===== config.mk =====
export PLATFORM = sky130hd
export DESIGN_NAME = cordic_input_deserializer
export DESIGN_NICKNAME = d
export VERILOG_FILES = /design/src/rtl/cordic_deser_pkg.sv /design/src/rtl/lane_parity_chk.sv /design/src/rtl/cordic_input_deserializer.sv
export SDC_FILE = /design/constraint.sdc
export NUM_CORES = 1
export LEC_CHECK = 0
export ABC_AREA = 1
export CAP_MARGIN = 20
export CELL_PAD_IN_SITES_DETAIL_PLACEMENT = 1
export CELL_PAD_IN_SITES_GLOBAL_PLACEMENT = 1
export CORE_AREA = 5 5 125 127
export CTS_BUF_LIST = sky130_fd_sc_hd__clkbuf_16
export CTS_CLUSTER_DIAMETER = 40
export DETAILED_ROUTE_END_ITERATION = 7
export DIE_AREA = 0 0 130 132
export PLACE_DENSITY = 0.76
export SLEW_MARGIN = 20
export SYNTH_ARGS = -nofsm -noshare
export SYNTH_HDL_FRONTEND = slang
export SYNTH_SLANG_ARGS = --single-unit

===== constraint.sdc =====
create_clock -name i_clk -period 3.97 [get_ports i_clk]
set_input_delay 0.9925 -clock i_clk [delete_from_list [all_inputs] [get_ports i_clk]]
set_output_delay 0.9925 -clock i_clk [all_outputs]
set_load 0.005 [all_outputs]

===== src/rtl/cordic_deser_pkg.sv =====
// cordic_deser_pkg: shared types and helpers for the CORDIC input deserializer.
package cordic_deser_pkg;

    typedef enum logic {IDLE, COLLECT} state_t;

    localparam int ERR_ORPHAN  = 0;
    localparam int ERR_RESTART = 1;

    function automatic int num_beats(input int data_width, input int lane_width);
        return (data_width + lane_width - 1) / lane_width;
    endfunction

endpackage


===== src/rtl/lane_parity_chk.sv =====
// lane_parity_chk: even-parity check of one lane beat (ok=1 when data plus parity bit has even weight).
module lane_parity_chk #(
    parameter int LANE_WIDTH = 7
) (
    input  logic [LANE_WIDTH-1:0] data,
    input  logic                  par,
    output logic                  ok
);

    assign ok = ~^{data, par};

endmodule


===== src/rtl/cordic_input_deserializer.sv =====
// cordic_input_deserializer: assembles MSB-first lane beats into the CORDIC wrapper input word.
// Optional lane parity checking is enabled by defining CORDIC_DESER_PARITY_EN.
module cordic_input_deserializer
    import cordic_deser_pkg::*;
#(
    parameter int DATA_WIDTH = 49,
    parameter int LANE_WIDTH = 7,
    parameter int CNT_WIDTH  = 16
) (
    input  logic                  i_clk,
    input  logic                  i_async_rst,
    input  logic                  i_lane_vld,
    input  logic                  i_lane_sof,
    input  logic [LANE_WIDTH-1:0] i_lane_data,
    input  logic                  i_err_clr,
`ifdef CORDIC_DESER_PARITY_EN
    input  logic                  i_lane_par,
    output logic                  o_par_err,
`endif
    output logic                  o_vld,
    output logic [DATA_WIDTH-1:0] o_data,
    output logic                  o_busy,
    output logic [1:0]            o_err,
    output logic [CNT_WIDTH-1:0]  o_frame_cnt
);

    localparam int NB = num_beats(DATA_WIDTH, LANE_WIDTH);
    localparam int SW = NB * LANE_WIDTH;
    localparam int BW = $clog2(NB + 1);

    state_t          state, state_nxt;
    logic [SW-1:0]   sr, sr_nxt;
    logic [BW-1:0]   cnt, cnt_nxt;
    logic            start, push, last, done;
    logic [1:0]      err_set;

    always_comb begin
        start                = i_lane_vld && i_lane_sof;
        push                 = i_lane_vld && !i_lane_sof && state == COLLECT;
        err_set[ERR_ORPHAN]  = i_lane_vld && !i_lane_sof && state == IDLE;
        err_set[ERR_RESTART] = start && state == COLLECT;
        last                 = (start && NB == 1) || (push && cnt == BW'(NB - 1));
        sr_nxt               = start ? SW'(i_lane_data) :
                               push  ? (sr << LANE_WIDTH) | SW'(i_lane_data) : sr;
        cnt_nxt              = last  ? '0 :
                               start ? BW'(1) :
                               push  ? cnt + 1'b1 : cnt;
        state_nxt            = last ? IDLE : start ? COLLECT : state;
    end

`ifdef CORDIC_DESER_PARITY_EN
    logic par_ok, par_bad, poison, poison_nxt;

    lane_parity_chk #(.LANE_WIDTH(LANE_WIDTH)) u_par (
        .data (i_lane_data),
        .par  (i_lane_par),
        .ok   (par_ok)
    );

    assign par_bad = i_lane_vld && !par_ok;

    // A sof beat starts a fresh frame, so poison restarts from that beat alone.
    always_comb poison_nxt = start ? par_bad : push ? (poison | par_bad) : poison;

    assign done = last && !poison_nxt;

    always_ff @(posedge i_clk or posedge i_async_rst) begin
        if (i_async_rst) begin
            poison    <= 1'b0;
            o_par_err <= 1'b0;
        end else begin
            poison    <= poison_nxt;
            o_par_err <= par_bad | (o_par_err & ~i_err_clr);
        end
    end
`else
    assign done = last;
`endif

    always_ff @(posedge i_clk or posedge i_async_rst) begin
        if (i_async_rst) state <= IDLE;
        else             state <= state_nxt;
    end

    always_ff @(posedge i_clk or posedge i_async_rst) begin
        if (i_async_rst) begin
            sr          <= '0;
            cnt         <= '0;
            o_vld       <= 1'b0;
            o_data      <= '0;
            o_busy      <= 1'b0;
            o_err       <= '0;
            o_frame_cnt <= '0;
        end else begin
            sr          <= sr_nxt;
            cnt         <= cnt_nxt;
            o_vld       <= done;
            o_busy      <= state_nxt == COLLECT;
            o_err       <= err_set | (o_err & ~{2{i_err_clr}});
            if (done) begin
                o_data      <= sr_nxt[DATA_WIDTH-1:0];
                o_frame_cnt <= o_frame_cnt + 1'b1;
            end
        end
    end

endmodule


==> results of run 1 <==
-- cell type report --
| class | instances | share of cell area |
|---|---|---|
| flip-flops and latches | 121 | 0.4530 |
| multi-input cells | 363 | 0.2463 |
| repair buffers | 88 | 0.1307 |
| clock buffers | 17 | 0.06365 |
| clock inverters | 14 | 0.03763 |
| well taps | 184 | 0.03444 |
| inverters | 60 | 0.03426 |
-- registers in the layout (all words and copies together), names as in the netlist --
| name | count |
|---|---|
| o_err | 2 |
| o_vld | 1 |
| o_busy | 1 |
| o_frame_cnt | 16 |
| cnt | 3 |
| o_data | 49 |
| sr | 49 |
-- through the flow --
stage                     power (mW)  utilization  instances
after floorplan                1.669            -        568
after global placement         1.922       0.4197        816
after detailed placement       1.945       0.4197        816
after CTS                      3.747       0.4670        847
after global routing           3.861       0.4670        847
final                          3.702       0.4670        847
-- worst max path at each step --
stage	start	depth (start not counted)	end
6_report	i_lane_vld	6	o_data[44]
5_1_grt	i_lane_sof	6	cnt[2]
4_1_cts	i_lane_vld	7	o_data[19]
3_5_place_dp	i_lane_vld	7	o_data[19]
3_3_place_gp	i_lane_vld	7	cnt[2]
2_1_floorplan	i_async_rst	1	cnt[0]
-- worst max-delay path, cell delays in order --
cell and delay [ns]:
sky130_fd_sc_hd__clkdlybuf4s50_1 0.56, sky130_fd_sc_hd__nand3_2 0.24, sky130_fd_sc_hd__nor2_4 0.42, sky130_fd_sc_hd__buf_4 0.33, sky130_fd_sc_hd__nor2_1 0.06, sky130_fd_sc_hd__a31oi_1 0.17
-- logic make-up after synthesis --
group / after synthesis / synth area share
XOR/XNOR: 6 / 0.01045
flip-flops: 121 / 0.6020
buffers and inverters: 84 / 0.07264
AO/OA/AOI/OAI: 61 / 0.06293
AND/OR/NAND/NOR: 293 / 0.2445
adder cells (fa/ha/maj): 3 / 0.007463
-- power by group --
part	leakage, nW	internal (mW)	switching [mW]
combinational	1.40	0.240	0.226
clock	0.324	1.23	0.554
sequential	1.62	1.37	0.0849
-- metal layers --
layer	vias to the layer above	track usage	wire, µm
met1	2052	0.2004	5695
li1	1932	-	-
met4	0	0.05947	226
met2	67	0.2888	6937
met3	17	0.04538	518
met5	-	0	0
-- layout by cell type, fill, tap and decap left out, types with 3 or more instances in the layout --
master                              n
sky130_fd_sc_hd__nand2_1          223
sky130_fd_sc_hd__dfrtp_1          121
sky130_fd_sc_hd__clkdlybuf4s50_1   80
sky130_fd_sc_hd__inv_1             57
sky130_fd_sc_hd__nand3_1           27
sky130_fd_sc_hd__o21ai_1           26
sky130_fd_sc_hd__o21ai_0           25
sky130_fd_sc_hd__clkbuf_16         17
sky130_fd_sc_hd__and3_1            16
sky130_fd_sc_hd__nor2_1            15
sky130_fd_sc_hd__bufinv_16          7
sky130_fd_sc_hd__buf_4              7
sky130_fd_sc_hd__a31oi_1            4
sky130_fd_sc_hd__xnor2_1            4
sky130_fd_sc_hd__nand3b_1           4
sky130_fd_sc_hd__clkinvlp_4         3
sky130_fd_sc_hd__a21oi_1            3
sky130_fd_sc_hd__ha_1               3
-- cells in the mapped netlist --
cell and count:
sky130_fd_sc_hd__nor2_8 1, sky130_fd_sc_hd__clkbuf_1 4, sky130_fd_sc_hd__nand3_2 1, sky130_fd_sc_hd__and3_1 16
sky130_fd_sc_hd__dfrtp_1 121, sky130_fd_sc_hd__nor2_1 15, sky130_fd_sc_hd__buf_6 2, sky130_fd_sc_hd__a31oi_1 4
sky130_fd_sc_hd__nand2_1 223, sky130_fd_sc_hd__inv_1 58, sky130_fd_sc_hd__nor2_2 2, sky130_fd_sc_hd__xnor2_1 4
sky130_fd_sc_hd__nand3_1 28, sky130_fd_sc_hd__nand4_1 1, sky130_fd_sc_hd__buf_4 5, sky130_fd_sc_hd__ha_1 3
sky130_fd_sc_hd__o21ai_1 26, sky130_fd_sc_hd__o22ai_1 2, sky130_fd_sc_hd__or2_2 1, sky130_fd_sc_hd__o21ai_0 25
sky130_fd_sc_hd__inv_2 2, sky130_fd_sc_hd__buf_2 13, sky130_fd_sc_hd__o21ai_2 1, sky130_fd_sc_hd__nor2_4 1
sky130_fd_sc_hd__xor2_1 2, sky130_fd_sc_hd__a21oi_1 3, sky130_fd_sc_hd__nand3b_1 4
==> impl_metrics.csv, run 1 <==
group,metric,value,unit
status,outcome,"completed",
floorplan,core_area,0.01431,mm²
global_route,wire_length_of_the_first_global_routing_pass,22.76,mm
global_route,gr-usage-all-layers,0.1679,
timing,timing.fmax,407.7,MHz
clocking,holdBufCountCts,0,
routing,detailedRoute.firstPassIterationCount,4,
floorplan,die_area,0.01716,mm²
setup_path,worstPathRequired,4.30,ns
pwr,p_leak,3.350,nW
routing,drt-total-wl,13.38,mm
routing,wl_per_cell,15.79,µm
timing,setup_failing_eps_final,0,
routing,antenna_left,0,
hold_path,hold_worst_path_end,"sr[47]",
timing,final_critical_delay_including_setup_and_external_delays,2.453,ns
hold_path,hold_depth,2,
finish,syn_to_final_growth,32.89,%
synth,synth_area,0.005030,mm²
clocking,clk_pin_slew,0.06,ns
finish,n_fill_cell,1659,
timing,setup_repair_after_global_routing_missed_its_margin,"false",
clocking,post_cts.resized_instances,0,
synth,syn-mean-instance-area,8.855,µm²
timing,drv_slew,0,
hold_path,min-delay-path-class,"reg2reg",
clocking,clk-insertion-delay-late,0.42,ns
place,gpl.final_weighted_congestion,0.7869,
job,max_cap_viol_count,0,
timing,max-slew-margin-rel,0.3090,
finish,sequential_cell_area,0.003028,mm²
synth,synthTopCellsByArea,"sky130_fd_sc_hd__dfrtp_1 (60%), sky130_fd_sc_hd__nand2_1 (17%), sky130_fd_sc_hd__inv_1 (4.3%)",
global_route,global_route.overflow_total,0,
floorplan,placement_rows,44,
finish,stdcell_area,0.006684,mm²
place,placed_area,0.006007,mm²
synth,ys_types,27,
routing,drt_drc_violations_left,0,
finish,drive_above_1_share,0.07240,
synth,synth-seq-area-share,0.6020,
synth,synth_cells,568,
timing,fin_tns_setup,0,ns
setup_path,timing.critical_path.fanout_max,22,
synth,yosys.area.top_type,"sky130_fd_sc_hd__dfrtp_1",
timing,timing_hold_violations_final,0,
setup_path,capture_instance_of_the_worst_register_to_register_path,"cnt[2]",
routing,vias_per_cell,4.803,
setup_path,critPathLaunchType,"input pin",
setup_path,worst-r2r-setup-slack,1.95,ns
place,hpwl,9.192,mm
timing,hold_slack,0.4797,ns
routing,first_drt_iteration_drcs,157,
clocking,maximum_root_to_sink_buffer_count,2,
timing,timing.clock.skew,0.008361,ns
timing,final_critical_path_setup_slack,1.517,ns
global_route,largest_net_degree_at_the_start_of_global_routing,61,
pwr,cellPowerDensity,553.9,mW/mm²
clocking,h-tree-depth,4,
synth,netlist.area_leader.share,0.6020,
synth,mappedNetlistNets,583,
finish,multi_input_combinational_cell_area,0.001647,mm²
timing,layout_worst_path_cycle_share,0.6179,
global_route,number_of_antenna_violations_at_the_first_check_in_global_routing,0,
floorplan,effective_utilization_at_floorplan,0.3514,
global_route,grt_pass1_vias,4619,
setup_path,rr_startpoint,"cnt[0]",
routing,via_count,4068,
setup_path,reg2regPathDepth,8,
floorplan,die_width,130,µm
setup_path,worst-setup-path-type,"in2reg",
pwr,max-vdd-ir-drop,0.3375,mV
clocking,cts_root_buffer,"sky130_fd_sc_hd__clkbuf_16",
hold_path,min_from,"sr[47]",
timing,tightestPinTransition,1.034,ns
synth,yosysWarningCount,0,
synth,ys_seq_elements,121,
clocking,post-cts-setup-buffers,0,
floorplan,die_height,132,µm
finish,fin_nets,666,
clocking,cts_sinks,121,
finish,n_antenna_cell,0,
clocking,cts_made_buffers,17,
place,pre_cts_ws,1.053,ns
setup_path,critPathArrivalTime,2.78,ns
setup_path,kind_of_capture_point_of_the_worst_setup_path,"flip-flop",
clocking,tritoncts,"yes",
place,port-buffer-count,80,
floorplan,boundaryPins,81,
No activity file was read; power rests on OpenSTA's default activity.
==> run 2, diff against run 1 <==
==> constraint.sdc (replaced) <==
create_clock -name i_clk -period 2.1 [get_ports i_clk]
set_input_delay 0.525 -clock i_clk [delete_from_list [all_inputs] [get_ports i_clk]]
set_output_delay 0.525 -clock i_clk [all_outputs]
set_load 0.005 [all_outputs]
==> impl_metrics.csv, run 2 (synthesis results as in run 1) <==
group,metric,value,unit
status,outcome,"completed",
global_route,wire_length_of_the_first_global_routing_pass,22.67,mm
setup_path,largest_incremental_delay_on_the_critical_path,0.58,ns
finish,fin_cells,853,
setup_path,worstPathRequired,1.57,ns
finish,most_common_library_cell_in_the_layout_ignoring_fill_and_taps,"sky130_fd_sc_hd__nand2_1",
place,dp.cells,823,
global_route,number_of_antenna_violations_at_the_first_check_in_global_routing,0,
timing,timing.clock.skew,0.009507,ns
job,max_cap_viol_count,0,
place,hpwl,9.190,mm
floorplan,core_area,0.01431,mm²
finish,drive_above_1_share,0.07623,
routing,drt_drc_violations_left,0,
timing,timing_hold_violations_final,0,
pwr,power_frac_clock,0.446,
timing,tightestPinTransition,0.4426,ns
pwr,p_leak,3.382,nW
floorplan,die_width,130,µm
pwr,cellPowerDensity,979.5,mW/mm²
setup_path,crit_path_cell_trace,"clkdlybuf4s50_1",
global_route,grt_use_met2,0.2848,
setup_path,timing.critical_path.fanout_max,5,
clocking,cts_root_buffer,"sky130_fd_sc_hd__clkbuf_16",
finish,n_antenna_cell,0,
timing,setup_failing_eps_final,0,
global_route,grt_pass1_vias,4514,
hold_path,min-delay-path-class,"reg2reg",
pwr,comb_power_share,0.138,
setup_path,crit_family,"buffers and inverters",
timing,setup_repair_after_global_routing_missed_its_margin,"false",
routing,detailedRoute.firstPassIterationCount,4,
place,placed_area,0.006147,mm²
setup_path,critPathArrivalTime,1.47,ns
setup_path,critPathSlowestCell,"sky130_fd_sc_hd__clkdlybuf4s50_1",
finish,layout.cells.most_common_list,"sky130_fd_sc_hd__nand2_1 (223), sky130_fd_sc_hd__dfrtp_1 (121), sky130_fd_sc_hd__clkdlybuf4s50_1 (80)",
global_route,met3_routing_resource_usage_after_global_routing,0.04538,
timing,drv_slew,0,
routing,first_drt_iteration_drcs,234,
clocking,maximum_root_to_sink_buffer_count,2,
pwr,seq_power_share,0.416,
place,pre_cts_ws,0.001620,ns
routing,antenna_left,0,
finish,reg.largest.list,"o_data: 49 flops, sr: 49 flops, o_frame_cnt: 16 flops",
clocking,clk_pin_slew,0.05,ns
clocking,cts_made_buffers,17,
clocking,tritoncts,"yes",
finish,stdcell_area,0.006736,mm²
pwr,sw_frac_of_total,0.2416,
global_route,global_route.usage.met1,0.2026,
timing,fin_tns_setup,0,ns
finish,fin_nets,673,
floorplan,die_area,0.01716,mm²
setup_path,crit_buf_inv,1,
clocking,h-tree-depth,4,
timing,timing.fmax,501.8,MHz
clocking,post-cts-setup-buffers,0,
global_route,largest_net_degree_at_the_start_of_global_routing,65,
clocking,holdBufCountCts,0,
clocking,post_cts.resized_instances,0,
routing,via_count,4059,
floorplan,placement_rows,44,
pwr,total_internal_power,5.004,mW
place,gpl.final_weighted_congestion,0.8140,
floorplan,boundaryPins,81,
global_route,gr-usage-all-layers,0.1672,
clocking,clk-insertion-delay-late,0.42,ns
setup_path,worst-setup-path-type,"reg2out",
pwr,max-vdd-ir-drop,0.6194,mV
routing,drt-total-wl,13.50,mm
timing,final_critical_path_setup_slack,0.1072,ns
finish,syn_to_final_growth,33.93,%
setup_path,kind_of_capture_point_of_the_worst_setup_path,"primary output",
routing,vias_per_cell,4.758,
global_route,grt_busiest_layer,"met2",
setup_path,critPathLaunchType,"flip-flop",
clocking,cts_sinks,121,
pwr,switchingPower,1.594,mW
routing,wl_per_cell,15.83,µm
floorplan,effective_utilization_at_floorplan,0.3514,
timing,layout_worst_path_cycle_share,0.9490,
timing,final_critical_delay_including_setup_and_external_delays,1.993,ns
timing,max-slew-margin-rel,0.7049,
place,port-buffer-count,80,
global_route,global_route.overflow_total,0,
finish,fin_util,0.4706,
floorplan,die_height,132,µm
## run 2: cell types whose count changed in the layout (fill, tap and decap cells not counted), sizes merged
cell | previous run | this run
buf | 8 | 15
bufinv | 7 | 4
inv | 60 | 62
## run 2: path summary, 6_finish.rpt
check / cells after the start / end / slack (ns) / from
worst max-delay path: 1 / o_busy / 0.11 / o_busy
worst min-delay path: 2 / o_data[27] / 0.48 / o_data[27]
worst max register to register: 7 / o_data[7] / 0.34 / cnt[0]
worst min register to register: 2 / o_data[27] / 0.48 / o_data[27]
max in group asynchronous: 3 / o_data[35] / 1.20 / i_async_rst
min in group asynchronous: 3 / cnt[0] / 0.60 / i_async_rst
## run 2: power by group through the flow
stage               Sequential (mW)  Combinational (mW)  Clock, mW
floorplan                      2.76               0.398          0
global placement               2.77               0.887          0
detailed placement             2.79               0.916          0
CTS                            2.75               0.932       3.01
global route                   2.78                1.02       3.13
finish                         2.75               0.907       2.94
## run 2: cell type report
type	count	area, µm²
repair buffers	95	1013
multi-input cells	363	1647
well taps	184	230.2
fillers	1659	7577
inverters	60	229.0
clock inverters	13	163.9
clock buffers	17	425.4
flip-flops and latches	121	3028
## run 2: routing by layer
| layer | wire length, µm | up-vias | part of all wire |
|---|---|---|---|
| met3 | 503 | 17 | 0.037 |
| met2 | 6920 | 78 | 0.51 |
| met5 | 0 | - | 0 |
| li1 | - | 1946 | - |
| met4 | 230 | 0 | 0.017 |
| met1 | 5845 | 2018 | 0.43 |
## run 2: through the flow
stage	hold WS, ns	total power, mW
2_1_floorplan	0.4445	3.155
3_3_place_gp	0.4584	3.660
3_5_place_dp	0.4671	3.705
4_1_cts	0.4821	6.692
5_1_grt	0.5097	6.924
6_report	0.4798	6.598
==> run 3, diff against run 2 <==
--- a/config.mk
+++ b/config.mk
@@ -6,14 +6,14 @@
 export NUM_CORES = 1
 export LEC_CHECK = 0
 export ABC_AREA = 1
-export CAP_MARGIN = 20
+export CAP_MARGIN = 30
 export CELL_PAD_IN_SITES_DETAIL_PLACEMENT = 1
 export CELL_PAD_IN_SITES_GLOBAL_PLACEMENT = 1
-export CORE_AREA = 5 5 125 127
+export CORE_AREA = 2 2 122 124
 export CTS_BUF_LIST = sky130_fd_sc_hd__clkbuf_16
-export CTS_CLUSTER_DIAMETER = 40
+export CTS_CLUSTER_DIAMETER = 120
 export DETAILED_ROUTE_END_ITERATION = 7
-export DIE_AREA = 0 0 130 132
+export DIE_AREA = 0 0 124 126
 export PLACE_DENSITY = 0.76
 export SLEW_MARGIN = 20
 export SYNTH_ARGS = -nofsm -noshare
==> impl_metrics.csv, run 3 (synthesis results as in run 1) <==
group,metric,value,unit
status,outcome,"completed",
pwr,max-vdd-ir-drop,0.5978,mV
finish,n_antenna_cell,0,
setup_path,timing.critical_path.fanout_max,5,
hold_path,min_from,"o_data[31]",
clocking,cts_root_buffer,"sky130_fd_sc_hd__clkbuf_16",
floorplan,die_height,126,µm
global_route,wire_length_of_the_first_global_routing_pass,21.31,mm
floorplan,die_width,124,µm
setup_path,largest_incremental_delay_on_the_critical_path,0.57,ns
floorplan,boundaryPins,81,
timing,timing.fmax,514.2,MHz
pwr,comb_power_share,0.140,
clocking,clk_pin_slew,0.05,ns
global_route,number_of_antenna_violations_at_the_first_check_in_global_routing,0,
routing,drt-total-wl,12.78,mm
routing,vias_per_cell,4.723,
timing,drv_slew,0,
setup_path,crit_path_cell_trace,"clkdlybuf4s50_1",
job,max_cap_viol_count,0,
timing,fin_tns_setup,0,ns
finish,drive_above_1_share,0.07738,
setup_path,crit_family,"buffers and inverters",
routing,drt_drc_violations_left,0,
setup_path,kind_of_capture_point_of_the_worst_setup_path,"primary output",
routing,first_drt_iteration_drcs,181,
timing,max-slew-margin-rel,0.6294,
setup_path,worstPathRequired,1.57,ns
hold_path,min-delay-path-class,"reg2reg",
setup_path,critPathSlowestCell,"sky130_fd_sc_hd__clkdlybuf4s50_1",
clocking,post_cts.resized_instances,0,
setup_path,critPathLaunchType,"flip-flop",
timing,layout_worst_path_cycle_share,0.9262,
place,port-buffer-count,80,
clocking,cts_sinks,121,
finish,layout.cells.most_common_list,"sky130_fd_sc_hd__nand2_1 (223), sky130_fd_sc_hd__dfrtp_1 (121), sky130_fd_sc_hd__clkdlybuf4s50_1 (80)",
finish,most_common_library_cell_in_the_layout_ignoring_fill_and_taps,"sky130_fd_sc_hd__nand2_1",
timing,timing.clock.skew,0.007548,ns
setup_path,critPathArrivalTime,1.42,ns
floorplan,effective_utilization_at_floorplan,0.3514,
global_route,global_route.overflow_total,0,
routing,antenna_left,0,
floorplan,die_area,0.01562,mm²
global_route,largest_net_degree_at_the_start_of_global_routing,103,
routing,detailedRoute.firstPassIterationCount,4,
clocking,cts_made_buffers,17,
finish,sequential_cell_area,0.003028,mm²
clocking,holdBufCountCts,0,
setup_path,rr_startpoint,"cnt[0]",
setup_path,worst-setup-path-type,"reg2out",
clocking,maximum_root_to_sink_buffer_count,2,
finish,n_fill_cell,1669,
timing,setup_repair_after_global_routing_missed_its_margin,"false",
pwr,seq_power_share,0.425,
pwr,sw_frac_of_total,0.2430,
timing,final_critical_delay_including_setup_and_external_delays,1.945,ns
clocking,clk-insertion-delay-late,0.41,ns
clocking,post-cts-setup-buffers,0,
finish,fin_nets,674,
global_route,grt_pass1_vias,4343,
floorplan,placement_rows,44,
clocking,h-tree-depth,4,
floorplan,core_area,0.01431,mm²
finish,syn_to_final_growth,33.21,%
setup_path,crit_buf_inv,1,
pwr,cellPowerDensity,962.7,mW/mm²
pwr,total_internal_power,4.883,mW
pwr,power_frac_clock,0.436,
global_route,gr-usage-all-layers,0.1770,
routing,via_count,4043,
place,gpl.final_weighted_congestion,0.7532,
timing,hold_slack,0.4783,ns
finish,reg.largest.list,"o_data: 49 flops, sr: 49 flops, o_frame_cnt: 16 flops",
timing,timing_hold_violations_final,0,
timing,tightestPinTransition,0.5559,ns
setup_path,timing.critical_path.from,"o_busy",
finish,multi_input_combinational_cell_area,0.001647,mm²
routing,wl_per_cell,14.93,µm
pwr,switchingPower,1.567,mW
pwr,p_leak,3.384,nW
place,hpwl,8.709,mm
timing,setup_failing_eps_final,0,
clocking,tritoncts,"yes",
## run 3: cell count changes in the layout (fill, tap and decap cells not counted), sizes merged
| cell | before | now |
|---|---|---|
| buf | 15 | 16 |
| bufinv | 4 | 3 |
| clkinv | 4 | 7 |
| clkinvlp | 3 | 1 |
| inv | 62 | 64 |
## run 3: final timing paths
| path | end | slack [ns] | depth (start not counted) |
|---|---|---|---|
| min in group asynchronous | o_frame_cnt[5] | 0.56 | 3 |
| setup reg to reg | o_data[19] | 0.44 | 8 |
| max in group asynchronous | sr[35] | 1.04 | 3 |
| setup / recovery | o_busy | 0.16 | 1 |
| hold / removal | o_data[31] | 0.48 | 2 |
| hold reg to reg | o_data[31] | 0.48 | 2 |
## run 3: power groups by stage
| stage | clock network, mW | registers [mW] | logic [mW] |
|---|---|---|---|
| after global placement | 0 | 2.77 | 0.881 |
| after CTS | 2.86 | 2.75 | 0.923 |
| after detailed placement | 0 | 2.78 | 0.912 |
| final | 2.81 | 2.74 | 0.901 |
| after floorplan | 0 | 2.76 | 0.398 |
| after global routing | 2.96 | 2.77 | 1.01 |
## run 3: per-layer routing
metal	vias to the layer above	wire length, µm	GRT usage
met4	0	179	0.06345
met2	73	6584	0.3022
li1	1945	-	-
met1	2012	5542	0.2162
met5	-	0	0
met3	13	473	0.04348
## run 3: metrics by stage
stage | instance area [µm²] | setup WS, ns | power [mW] | utilization | std cells
floorplan | 5034 | 0.09166 | 3.155 | - | 568
finish | 6700 | 0.1550 | 6.450 | 0.4681 | 856
global placement | 6130 | 0.06025 | 3.647 | 0.4282 | 824
detailed placement | 6130 | 0.04209 | 3.693 | 0.4282 | 824
CTS | 6700 | 0.1214 | 6.527 | 0.4681 | 856
global route | 6700 | 0.08521 | 6.739 | 0.4681 | 856
## run 3: final cells by class
cell class | count | share of cell area
Sequential cell | 121 | 0.4519
Multi-Input combinational cell | 363 | 0.2458
Timing Repair Buffer | 96 | 0.1486
Clock buffer | 17 | 0.06349
Tap cell | 184 | 0.03436
Inverter | 60 | 0.03417
Clock inverter | 15 | 0.02166
## run 3: worst min-delay path: cells and delay by family (launching register included)
| kind | cells | cell delay, ns |
|---|---|---|
| flops | 1 | 0.34 |
| simple gates | 2 | 0.10 |
==> edit 1 (flow settings as in run 2) <==
The output `o_vld` loses its register stage (`o_vld` becomes a continuous assignment).
--- a/src/rtl/cordic_input_deserializer.sv
+++ b/src/rtl/cordic_input_deserializer.sv
@@ -86,7 +86,6 @@
         if (i_async_rst) begin
             sr          <= '0;
             cnt         <= '0;
-            o_vld       <= 1'b0;
             o_data      <= '0;
             o_busy      <= 1'b0;
             o_err       <= '0;
@@ -94,7 +93,6 @@
         end else begin
             sr          <= sr_nxt;
             cnt         <= cnt_nxt;
-            o_vld       <= done;
             o_busy      <= state_nxt == COLLECT;
             o_err       <= err_set | (o_err & ~{2{i_err_clr}});
             if (done) begin
@@ -104,5 +102,7 @@
         end
     end
 
+    assign o_vld = done;
+
 endmodule
 
Function: changed (Yosys sat finds a counterexample within 10 cycles, from zero or initial values and one cycle with i_async_rst high).
==> edit 1 against run 2 <==
- area after synthesis grew 4.9%
- hold slack better by 11 ps
- clock skew decreased by 3.2 ps
- worst setup slack got worse by 9.3 ps
- synthesized cell count increased by 8.8%
- cell area rose by 2.2%
- sequential cell count fell by 1
- wire length increased by 3.8%
- global-route usage rose by 0.88 points
- critical path type is now in2out
Power is not compared: it rests on default switching activity, and its combinational part moved more than twofold at a synthesized area within 25%.
==> edit 1: results (changes against run 2) <==
Logic synthesis
  • Synthesized Nets: 633 (+8.6%)
  • Sequential element share of the synthesized area: 56.9% (-3.3 points)
  • Gate Count Post-Synth: 618 (+8.8%)
  • Commonest cells post-synth: nand2_1 (201), dfrtp_1 (120), inv_1 (76), nand3_1 (51), and3_1 (41)
  • Ranking of synthesized cells by area: dfrtp_1 (57%), nand2_1 (14%), inv_1 (5.4%), and3_1 (4.9%), nand3_1 (4.8%)

Placement
  • DP Cell Count: 871 (+5.8%)
  • Post-DP Area: 6390 sq um (+3.9%)
  • Placed wire-length estimate: 9.56 mm (+4.0%)
  • Gpl congestion: 0.801 (-1.6%)

Drt
  • Vias: 4344 (+7.0%)
  • Drt wl/cell: 15.6 um (-1.6%)
  • DR iter-0 viols: 204 (-13%)

Critical path
  • CP top delay family: buffers and inverters
  • Max stage delay on crit path: 500 ps (-80 ps)
  • Worst-path maximum fanout: 2 (-3)

Outcome
  • Outcome: finished, final reports clean

Layout
  • Layout cells sized above 1: 7.27% (-0.35 points)
  • Non-Filler Instances: 899 (+5.4%)
  • Final nets: 721 (+7.1%)

Clock tree
  • Total CTS buffers: 17 (unchanged)
  • CTS H-tree lvls: 4 (unchanged)
  • Number of gates resized after CTS: 2 (+2)

GRT
  • Largest net degree at the start of global routing: 91 (+40%)
  • Vias in the first global route: 4865 (+7.8%)
  • First-pass GRT wire length: 23.9 mm (+5.5%)
  • Gr usage total: 17.6% (+0.88 points)

Power
  • Leak: 3.50 nW

STA
  • Worst slew pin tran: 493 ps (+50.5 ps)
  • Clk_skew: 6.31 ps (-3.20 ps)
## edit 1: cell type report
| cell class | instances | area [sq um] |
|---|---|---|
| Timing Repair Buffer | 100 | 1040 |
| Sequential cell | 120 | 3000 |
| Inverter | 77 | 293 |
| Multi-Input combinational cell | 390 | 1820 |
| Fill cell | 1694 | 7430 |
| Tap cell | 184 | 230 |
| Clock inverter | 11 | 71.3 |
| Clock buffer | 17 | 425 |
## edit 1: power by group
part | internal (mW) | switching (mW)
clock network | 1.55 | 0.958
logic | 1.06 | 0.835
registers | 2.86 | 0.309
total | 5.46 | 2.10
## edit 1: path summary, 6_finish.rpt
kind / startpoint / endpoint / slack [ps] / cells past startpoint
min reg2reg: o_data[48] / o_data[48] / 490 / 2
min: o_data[48] / o_data[48] / 490 / 2
max: i_lane_vld / o_vld / 100 / 4
max reg2reg: o_busy / o_data[16] / 460 / 6
max in group asynchronous: i_async_rst / cnt[1] / 1120 / 3
min in group asynchronous: i_async_rst / o_data[44] / 600 / 3
## edit 1: logic make-up after synthesis
group / count (synthesis) / share of synthesized area (%)
AND/OR/NAND/NOR: 319 / 26.7
flip-flops: 120 / 56.9
buffers and inverters: 108 / 8.70
XOR/XNOR: 6 / 0.996
AO/OA/AOI/OAI: 62 / 5.95
adder cells (fa/ha/maj): 3 / 0.712
## edit 1: layer usage
metal	global-route usage (%)	part of all wire, %	vias up
li1	-	-	2105
met2	29.1	50	79
met5	0	0	-
met1	21.5	44	2136
met3	5.06	4.0	24
met4	7.10	2.0	0
## edit 1: through the flow
| stage | total power, mW | setup slack [ps] |
|---|---|---|
| floorplan | 3.97 | 106 |
| CTS | 7.70 | 44.1 |
| finish | 7.57 | 97.9 |
| detailed placement | 5.12 | -175 |
| global route | 8.04 | 7.12 |
| global placement | 5.02 | -148 |
==> edit 2 (flow settings as in run 2) <==
Made on the original files. Add a define of `CORDIC_DESER_PARITY_EN`.
--- a/src/rtl/cordic_input_deserializer.sv
+++ b/src/rtl/cordic_input_deserializer.sv
@@ -1,5 +1,7 @@
 // cordic_input_deserializer: assembles MSB-first lane beats into the CORDIC wrapper input word.
 // Optional lane parity checking is enabled by defining CORDIC_DESER_PARITY_EN.
+`define CORDIC_DESER_PARITY_EN
+
 module cordic_input_deserializer
     import cordic_deser_pkg::*;
 #(
Interface: changed (added i_lane_par and o_par_err); port bits go from 81 to 83. No check against the original RTL was run, so the function may have changed too.
==> edit 2 against run 2 <==
- area after synthesis grew 8.6%
- worst setup slack gained 14 ps
- total power grew 3.6%
- synthesized cell count grew 13%
- cell area grew 9.5%
- sequential cell count grew 2
- wire length grew 17%
- global-route usage grew 2.7 points
- largest cell class unchanged
- highest routed layer unchanged
==> edit 2: results (changes against run 2) <==
STA
  • Fin. max-slew vios: 0 (unchanged)
  • Worst slew pin tran: 328 ps (-114 ps)
  • Clk_skew: 7.31 ps (-2.19 ps)

Drt
  • Via density: 5.17 (+8.6%)
  • WL met3: 571 um (+14%)
  • Final ANT Viol Nets: 0 (unchanged)
  • Met2 WL: 7.81 mm (+13%)
  • Pre-antenna DRT Iters: 4 (unchanged)
  • DR iter-0 viols: 279 (+19%)
  • Total Routed Length: 15.7 mm (+17%)
  • WL met1: 7.09 mm (+21%)
  • Top routing layer in use: met4

Clock tree
  • Number of gates resized after CTS: 0 (unchanged)
  • Total CTS buffers: 17 (unchanged)
  • Clk root buf: clkbuf_16
  • Worst-skew pair later-pin latency: 420 ps (about the same)
  • Setup bufs post-CTS: 0 (unchanged)
  • CTS H-tree lvls: 4 (unchanged)
  • CTS Buffer Depth: 2 (unchanged)
  • Worst-path clk slew: 50 ps (about the same)

Layout
  • Fillers: 1693 (+2.0%)
  • Largest registers: o_data: 49 flops, sr: 49 flops, o_frame_cnt: 16 flops
  • Diodes inserted: 0 (unchanged)
  • Layout cells sized above 1: 10.6% (+2.9 points)
  • Final nets: 762 (+13%)
  • Non-Filler Instances: 942 (+10%)

Logic synthesis
  • Share of the synthesized area in the top cell type: 56.4% (-3.8 points)
  • Commonest cells post-synth: nand2_1 (187), dfrtp_1 (123), nor2_1 (99), nand4_1 (67), o21ai_0 (49)
  • Sequential element share of the synthesized area: 56.4% (-3.8 points)
  • FFs w/ async S/R, synth: 100% (unchanged)
  • Synth cell types: 24 (-11%)
  • Ranking of synthesized cells by area: dfrtp_1 (56%), nand2_1 (13%), nand4_1 (7.7%), nor2_1 (6.8%), o21ai_0 (4.5%)
  • Yosys Warn Count: 0 (unchanged)
  • Post-Syn Area per Cell: 8.52 sq um (-3.8%)
  • Synthesized Nets: 657 (+13%)

Critical path
  • R2r startpoint: o_frame_cnt[0]
  • Worst r2r dst: o_frame_cnt[10]
  • Worst R2R Path Depth: 8 (+1)
  • WP data arrival: 1450 ps (-20 ps)
  • FF-to-FF setup slack: 440 ps (+100 ps)
  • Worst-path maximum fanout: 6 (+1)
  • Crit path max-delay cell type: clkdlybuf4s50_1
  • Max stage delay on crit path: 550 ps (-30 ps)

Placement
  • Gpl congestion: 0.808 (-0.70%)
  • DP Cell Count: 911 (+11%)
  • Port-buffer cells: 82 (+2.5%)
  • Placed wire-length estimate: 10.6 mm (+16%)

GRT
  • M3 GR Usage: 3.89% (-0.65 points)
  • Initial antenna violation count: 0 (unchanged)
  • First-pass GRT wire length: 26.8 mm (+18%)
  • Grt met2 use: 31.6% (+3.1 points)
  • Largest net degree at the start of global routing: 50 (-23%)
  • Vias in the first global route: 5330 (+18%)
  • Met1 Usage GRT: 25.7% (+5.5 points)
  • Gr usage total: 19.4% (+2.7 points)

Power
  • Max IR drop VDD: 0.596 mV (-3.7%)
  • Leak: 3.73 nW (+10%)
  • Net Sw Frac: 27.0% (+2.9 points)

Hold path
  • Worst Hold Class: in2async

Outcome
  • Outcome: finished, final reports clean
## edit 2: power by group through the flow
stage          sequential [mW]  combinational, mW  clock, mW
3_3_place_gp              2.92               1.16          0
6_report                  2.91               1.21       2.72
5_1_grt                   2.94               1.35       2.88
3_5_place_dp              2.93               1.21          0
4_1_cts                   2.90               1.23       2.76
2_1_floorplan             2.89              0.516          0
## edit 2: kinds of logic (layout without fill, tap and decap cells)
group                      Yosys count  count (layout)  share of synthesized area [%]
and+or+nand+nor                    369             369                           29.3
buffers and inverters               74             191                           6.05
AOI/OAI and AO/OA                   59              59                           5.55
adders and majority gates            3               3                          0.688
DFF                                123             123                           56.4
xor gates and xnor gates            13              13                           2.09
## edit 2: cell type report
cell class	instances	area, sq um	share of cell area (%)
Multi-Input combinational cell	444	2060	28.0
Timing Repair Buffer	128	1340	18.2
Clock inverter	14	115	1.56
Inverter	32	124	1.68
Tap cell	184	230	3.12
Sequential cell	123	3080	41.7
Clock buffer	17	425	5.77
## edit 2: worst max-delay path by stage
stage                        start               to  cells after the start
floorplan              i_async_rst           cnt[0]                      1
global placement        i_lane_vld   o_frame_cnt[6]                     10
detailed placement  i_lane_data[1]  o_frame_cnt[12]                     13
CTS                 o_frame_cnt[5]   o_frame_cnt[5]                      1
global route        i_lane_data[1]   o_frame_cnt[1]                     13
finish              o_frame_cnt[3]   o_frame_cnt[3]                      1
## edit 2: per-stage QoR
stage / hold slack, ps / total power [mW] / instance area [sq um] / TNS, ps / worst slack [ps]
detailed placement: 460 / 4.15 / 6830 / -12960 / -233
finish: 430 / 6.83 / 7380 / 0 / 121
CTS: 432 / 6.90 / 7370 / 0 / 93.5
global placement: 454 / 4.09 / 6830 / -7780 / -131
floorplan: 465 / 3.41 / 5460 / 0 / 63.7
global route: 456 / 7.17 / 7380 / 0 / 4.80
